<file path="config.mk">
export PLATFORM = sky130hd
export DESIGN_NAME = count_mon
export DESIGN_NICKNAME = d
export VERILOG_FILES = /design/src/rtl/count_mon_pkg.sv /design/src/rtl/count_mon_sat_counter.sv /design/src/rtl/count_mon.sv
export SDC_FILE = /design/constraint.sdc
export NUM_CORES = 1
export LEC_CHECK = 0
export ABC_CLOCK_PERIOD_IN_PS = 4200
export CAP_MARGIN = 40
export CORE_ASPECT_RATIO = 1.5
export CORE_MARGIN = 5
export CORE_UTILIZATION = 40
export DETAILED_ROUTE_END_ITERATION = 16
export GPL_ROUTABILITY_DRIVEN = 1
export GPL_TIMING_DRIVEN = 0
export PLACE_DENSITY = 0.68
export SETUP_SLACK_MARGIN = 0.5
export SLEW_MARGIN = 20
export SYNTH_ARGS = -nofsm -noshare
export SYNTH_HDL_FRONTEND = slang
export SYNTH_SLANG_ARGS = --single-unit
</file>
<file path="constraint.sdc">
create_clock -name clk -period 4.2 [get_ports clk]
set_clock_uncertainty 0.15 [all_clocks]
set_input_delay 0.84 -clock clk [delete_from_list [all_inputs] [get_ports clk]]
set_output_delay 0.84 -clock clk [all_outputs]
set_load 0.02 [all_outputs]
</file>
<file path="src/rtl/count_mon_pkg.sv">
// Shared definitions for the modulo-counter monitor: FSM states and the
// default sequence parameters agreed with the counter that drives the bus.
package count_mon_pkg;

  typedef enum logic [1:0] {
    CM_UNLOCKED,
    CM_ACQUIRE,
    CM_LOCKED
  } cm_state_e;

  localparam int CM_MOD    = 60;
  localparam int CM_LOCK_N = 4;
  localparam int CM_ERR_W  = 8;

endpackage

</file>
<file path="src/rtl/count_mon_sat_counter.sv">
// Saturating up-counter with synchronous clear; clear beats increment.
module sat_counter #(
  parameter int DATA_W = 8
) (
  input  logic              clk,
  input  logic              rst,
  input  logic              clr,
  input  logic              inc,
  output logic [DATA_W-1:0] cnt
);

  always_ff @(posedge clk or negedge rst) begin
    if (!rst) begin
      cnt <= '0;
    end else if (clr) begin
      cnt <= '0;
    end else if (inc && (cnt != {DATA_W{1'b1}})) begin
      cnt <= cnt + 1'b1;
    end
  end

endmodule

</file>
<file path="src/rtl/count_mon.sv">
// Lock-and-track monitor for a modulo-MOD count stream with error, wrap and
// saturating statistics reporting.
module count_mon
  import count_mon_pkg::*;
#(
  parameter int WIDTH  = 6,
  parameter int MOD    = CM_MOD,
  parameter int LOCK_N = CM_LOCK_N,
  parameter int ERR_W  = CM_ERR_W
) (
  input  logic             clk,
  input  logic             rst,
  input  logic             en,
  input  logic [WIDTH-1:0] count,
  input  logic             clr,
  output logic             locked,
  output logic [WIDTH-1:0] exp,
  output logic             err_pulse,
  output logic             wrap_pulse,
  output logic [ERR_W-1:0] err_cnt,
  output logic [ERR_W-1:0] wrap_cnt
);

  localparam int MW = $clog2(LOCK_N + 1);
  localparam logic [MW-1:0]    LOCK_M = MW'(LOCK_N);
  localparam logic [MW-1:0]    ONE_M  = MW'(1);
  localparam logic [WIDTH:0]   MOD_X  = (WIDTH + 1)'(MOD);
  localparam logic [WIDTH-1:0] LAST   = WIDTH'(MOD - 1);

  cm_state_e        state, state_nxt;
  logic [MW-1:0]    mcnt, mcnt_nxt;
  logic [WIDTH-1:0] exp_nxt;
  logic             err_nxt, wrap_nxt;
  logic             in_range;

  function automatic logic [WIDTH-1:0] next_val(input logic [WIDTH-1:0] v);
    return (v == LAST) ? '0 : v + 1'b1;
  endfunction

  // The modulus may equal 2^WIDTH, so the range compare is done one bit wider.
  assign in_range = ({1'b0, count} < MOD_X);

  always_comb begin
    state_nxt = state;
    mcnt_nxt  = mcnt;
    exp_nxt   = exp;
    err_nxt   = 1'b0;
    wrap_nxt  = 1'b0;
    if (en) begin
      case (state)
        CM_UNLOCKED: begin
          if (in_range) begin
            exp_nxt   = next_val(count);
            mcnt_nxt  = ONE_M;
            state_nxt = CM_ACQUIRE;
          end
        end
        CM_ACQUIRE: begin
          if (!in_range) begin
            mcnt_nxt  = '0;
            state_nxt = CM_UNLOCKED;
          end else if (count == exp) begin
            exp_nxt  = next_val(exp);
            mcnt_nxt = mcnt + 1'b1;
            if (mcnt_nxt == LOCK_M) state_nxt = CM_LOCKED;
          end else begin
            exp_nxt  = next_val(count);
            mcnt_nxt = ONE_M;
          end
        end
        CM_LOCKED: begin
          if (in_range && (count == exp)) begin
            exp_nxt  = next_val(exp);
            // A matched 0 while locked can only follow a MOD-1 sample.
            wrap_nxt = (count == '0);
          end else begin
            err_nxt = 1'b1;
            if (in_range) begin
              exp_nxt   = next_val(count);
              mcnt_nxt  = ONE_M;
              state_nxt = CM_ACQUIRE;
            end else begin
              mcnt_nxt  = '0;
              state_nxt = CM_UNLOCKED;
            end
          end
        end
        default: begin
          mcnt_nxt  = '0;
          state_nxt = CM_UNLOCKED;
        end
      endcase
    end
  end

  always_ff @(posedge clk or negedge rst) begin
    if (!rst) begin
      state      <= CM_UNLOCKED;
      mcnt       <= '0;
      exp        <= '0;
      locked     <= 1'b0;
      err_pulse  <= 1'b0;
      wrap_pulse <= 1'b0;
    end else begin
      state      <= state_nxt;
      mcnt       <= mcnt_nxt;
      exp        <= exp_nxt;
      locked     <= (state_nxt == CM_LOCKED);
      err_pulse  <= err_nxt;
      wrap_pulse <= wrap_nxt;
    end
  end

  sat_counter #(.DATA_W(ERR_W)) u_err_cnt (
    .clk (clk),
    .rst (rst),
    .clr (clr),
    .inc (err_nxt),
    .cnt (err_cnt)
  );

  sat_counter #(.DATA_W(ERR_W)) u_wrap_cnt (
    .clk (clk),
    .rst (rst),
    .clr (clr),
    .inc (wrap_nxt),
    .cnt (wrap_cnt)
  );

endmodule

</file>
# Yosys cells after proc, flatten, opt, wreduce, memory -nomap -nowiden
# Cells that the tools add are included.
# word_totals
output_inout_bits	25
input_bits	10
regBits	30
# classes
addsub	5
reduce_logical	10
n_eq_ne	12
n_lt_le_gt_ge	1
n_mux	31
# ops
op	n
$mux W6	6
$mux W8	4
$pmux W6 S3	1
$add A8 B1 Y8 const B	2
$ne A8 B8 Y1 const B	2
$add A6 B1 Y6 const B	2
$eq A6 B6 Y1 const B	2
$mux W2	6
$mux W3	4
$pmux W3 S3	1
$mux W1	8
$eq A6 B6 Y1	1
$logic_not A6 Y1	1
$lt A6 B6 Y1 const B	1
$ne A2 B2 Y1 const B	3
$pmux W2 S3	1
$reduce_and A3 Y1	2
$eq A2 B2 Y1 const B	2
$reduce_bool A2 Y1	2
$add A3 B1 Y3 const B	1
$eq A3 B3 Y1 const B	1
$logic_and A1 B1 Y1	3
$reduce_bool A3 Y1	1
$eq A2 B1 Y1 const B	1
$logic_not A2 Y1	1

# Longest topological paths before layout
# logic_depth
ltp_word	8
ltp_mapped	8

# Hierarchy
# Synthesis repeated with hierarchy kept, for this count alone.
# unflattened
hier_cells	283
hier_area_um2	2436.1
# by_module_without_submodules
mod	area_per_inst_um2	cells_each	seq_area_each_um2	instances
count_mon	1507.7	185	350.3	1
sat_counter	464.2	49	200.2	2

# Worst setup path after synthesis
# OpenSTA, ideal clock, no wires.
# synth_timing
path_type	input -> register
from	input count[5]
to	register u_wrap_cnt.cnt[4]
cell_stages	7
setup_slack_ns	1.639
setup_ns	0.125
required_time_ns	3.925
n_path_buf	2
arrival_time_ns	2.286
path_cell_list	buf_2 > xnor2_1 > nand2_1 > buf_4 > or2_1 > nor4b_2 > mux2_2
# synth_between
elab_chain_len	7
# synth_lines
element	line_no	source
start: declaration	count_mon.sv:14	input logic [WIDTH-1:0] count,
$lt A6 B6 Y1 or $eq A6 B6 Y1 (tied branches)	count_mon.sv:41, count_mon.sv:72	
$logic_and A1 B1 Y1	count_mon.sv:72	if (in_range && (count == exp)) begin
$mux W1 (*)	count_mon.sv:72	
$mux W1 (*)	count_mon.sv:50	case (state)
$mux W1 (*)	count_mon.sv:49	if (en) begin
$logic_and A1 B1 Y1 (*)	count_mon_sat_counter.sv:17	end else if (inc && (cnt != {DATA_W{1'b1}})) begin
$reduce_bool A2 Y1 (no source line) (*)	-	
end signal: assignment	count_mon_sat_counter.sv:18	cnt <= cnt + 1'b1;
end: declaration	count_mon_sat_counter.sv:9	output logic [DATA_W-1:0] cnt
# Mark *: on every way between the ends. The rest lies on a longest branch, timed or not.
# A chain may end at the register's enable or synchronous reset.

# Worst setup path after layout
# layout_timing
from	input count[0]
to	register u_wrap_cnt.cnt[4]
# The elaborated chain is that of the path after synthesis.

==> impl_metrics.toml <==
[status]
outcome = "completed"

[floorplanning]
dieArea_sq_um = 7000
ios = 35
start_util = 0.415
die_h_microns = 100
fp-row-count = 32
coreArea_sq_um = 5200
die_w_microns = 70.0

[drt]
drt_iter0_drc = 78
drc = 0
antenna_left = 0
dr_total_vias = 2053
wl_per_cell_microns = 15.0
vias_per_cell = 5.67
drtPass1Iterations = 4
wirelength_mm = 5.44

[worst_setup_path]
path_cells = "clkdlybuf4s50_1 -> xnor2_1 -> nand4_1 -> buf_2 -> or2_1 -> nor4b_2 -> mux2_2"
reg2reg_to = "u_err_cnt.cnt[7]$_DFFE_PN0P_"
crit_fanout = 10
crit_path_start_kind = "input port"
critPathMaxStageDelay_ns = 0.63
crit_required_ns = 4.23
crit_type = "in -> reg"
slowest_stage = "clkdlybuf4s50_1"
arrival_ns = 3.09
rrSetupSlack_ns = 1.83
cp-end-kind = "register"
r2r_cells = 8
rr_startpoint = "state[0]$_DFF_PN0_"

[synth]
ys_seq_area_frac = 0.347
yosys_most_used_dff = "dfrtp_1"
async_flop_share = 1.00
synth_edf_count = 0
yosys.area_share.simple = 0.268
yosys_warnings = 0
synthMuxAreaShare = 0.0353
synth_fa_ha_area_frac = 0.0637
synth_seq_cells = 30
synth_top_family_by_area = "simple AND/OR/NAND/NOR gates"
syn_nets = 273
syn_avg_cell_area_sq_um = 8.57
synth_xor_area_frac = 0.0365
syn-cell-area_sq_um = 2160
synth_compound_area_frac = 0.202
yosysUniqueCellTypes = 53
synthCells = 252

[sta]
setup_viol = 0
rsz0062_at_grt = "false"
period_needed_ns = 3.06
maxSlewViolCount = 0
setup_tns_ns = 0
worst_pin_slew_ns = 0.765
max_freq_mhz = 327
maxSlewHeadroom = 0.482
hold_viol_final = 0
post-route-period-util = 0.729

[global_route]
grt_pass1_wl_mm = 9.24
grt_pass1_vias = 1945
grt.total_usage = 0.162
overflow = 0
grt_max_degree = 29
antenna_found_initial = 0

[power_and_ir_drop]
ir_drop_mv = 0.233
p_per_area_nw_per_um2 = 437
leakage_nw = 1.07

[place]
dp_hpwl_mm = 3.95
dp.cells = 354
gp_congestion = 0.859
port_buffers = 33

[clock_tree]
post_cts_buffers = 0
clkLatencyLatePin_ns = 0.29
cts_made_buffers = 5
htree_levels = 2
ctsHoldBuffers = 0
cts_root_buffer = "clkbuf_8"
clock_path_buffers = 2
clkSinkCount = 30
post_cts_resized = 0
cts_tree = "yes"
cts.clk_slew.worst_paths_ns = 0.07

[finish]
fillers = 534
final_common_cell = "clkdlybuf4s50_1"
nets = 314
instances_no_fill = 362
layout_common_cells = "clkdlybuf4s50_1 (32), dfrtp_1 (30), nand2_1 (24)"
diodes = 0
drive_above_1_share = 0.116
area_growth_pct = 24.3

[hold_path]
worstHoldPathType = "in -> async"

[job]
drv_cap = 0
[state kept, by name, summed over array words and instances (netlist names)]
signal	flops
locked	1
wrap_pulse	1
err_pulse	1
state	2
exp	6
u_err_cnt.cnt	8
mcnt	3
u_wrap_cnt.cnt	8
[area by class of cell]
cell class,count,area [sq um],area share
Multi-Input combinational cell,198,1310,0.487
Sequential cell,30,751,0.279
Timing Repair Buffer,34,345,0.129
Tap cell,68,85.1,0.0317
Clock buffer,6,82.6,0.0307
Buffer,12,56.3,0.0210
Inverter,12,45.0,0.0168
Clock inverter,2,12.5,0.00466
[worst max path at each step]
| stage | to | from | depth (start not counted) | slack, ns |
|---|---|---|---|---|
| CTS | u_wrap_cnt.cnt[4]$_DFFE_PN0P_ | count[0] | 7 | 1.17 |
| global route | u_err_cnt.cnt[1]$_DFFE_PN0P_ | count[0] | 7 | 1.04 |
| floorplan | u_wrap_cnt.cnt[4]$_DFFE_PN0P_ | count[5] | 7 | 1.64 |
| finish | u_wrap_cnt.cnt[4]$_DFFE_PN0P_ | count[0] | 7 | 1.14 |
| detailed placement | u_wrap_cnt.cnt[4]$_DFFE_PN0P_ | count[0] | 7 | 0.87 |
| global placement | u_wrap_cnt.cnt[4]$_DFFE_PN0P_ | count[0] | 7 | 0.87 |
[cells in the mapped netlist, types with 6 or more instances]
library cell   n  area (sq um)
dfrtp_1       30           751
nand2_1       24          90.1
nor2_1        17          63.8
a21oi_1       16          80.1
nand3_1       15          75.1
o21ai_0       14          70.1
inv_1         12          45.0
nand4_1       12          75.1
ha_1          11           138
xnor2_1        8          70.1
buf_2          6          30.0
or3_1          6          37.5
[layer usage]
| layer | vias to the layer above | global-route usage | share of wire |
|---|---|---|---|
| met2 | 47 | 0.286 | 0.50 |
| met1 | 984 | 0.195 | 0.45 |
| met4 | 0 | 0.0664 | 0.018 |
| li1 | 1016 | - | - |
| met3 | 6 | 0.0240 | 0.037 |
| met5 | - | 0 | 0 |
[cell families after synthesis]
family	count (synthesis)
fa+ha+maj	11
buf+inv	24
mux	7
xor+xnor	9
flops	30
simple gates	105
compound gates	66
[stage by stage]
| stage | power [W] | utilization | setup WS (ns) | hold WS [ns] | area, sq um |
|---|---|---|---|---|---|
| detailed placement | 0.000918 | 0.498 | 0.866 | 0.374 | 2590 |
| global route | 0.00125 | 0.516 | 1.04 | 0.194 | 2690 |
| CTS | 0.00118 | 0.516 | 1.17 | 0.191 | 2690 |
| global placement | 0.000912 | 0.495 | 0.874 | 0.356 | 2580 |
| finish | 0.00117 | 0.516 | 1.14 | 0.197 | 2690 |
| floorplan | 0.000746 | - | 1.64 | 0.335 | 2160 |
[power by group]
part / switching [W] / total [W] / internal, W / leakage [nW]
Clock: 0.000120 / 0.000251 / 0.000132 / 0.0472
Sequential: 0.0000749 / 0.000406 / 0.000331 / 0.403
Combinational: 0.000299 / 0.000516 / 0.000217 / 0.616
Total: 0.000494 / 0.00117 / 0.000680 / 1.07
[critical path: cells and delay by family]
family | cells | cell delay, ns
buf+inv | 2 | 0.90
mux | 1 | 0.36
simple gates | 3 | 0.82
xor+xnor | 1 | 0.16
No activity file was read; power rests on OpenSTA's default activity.
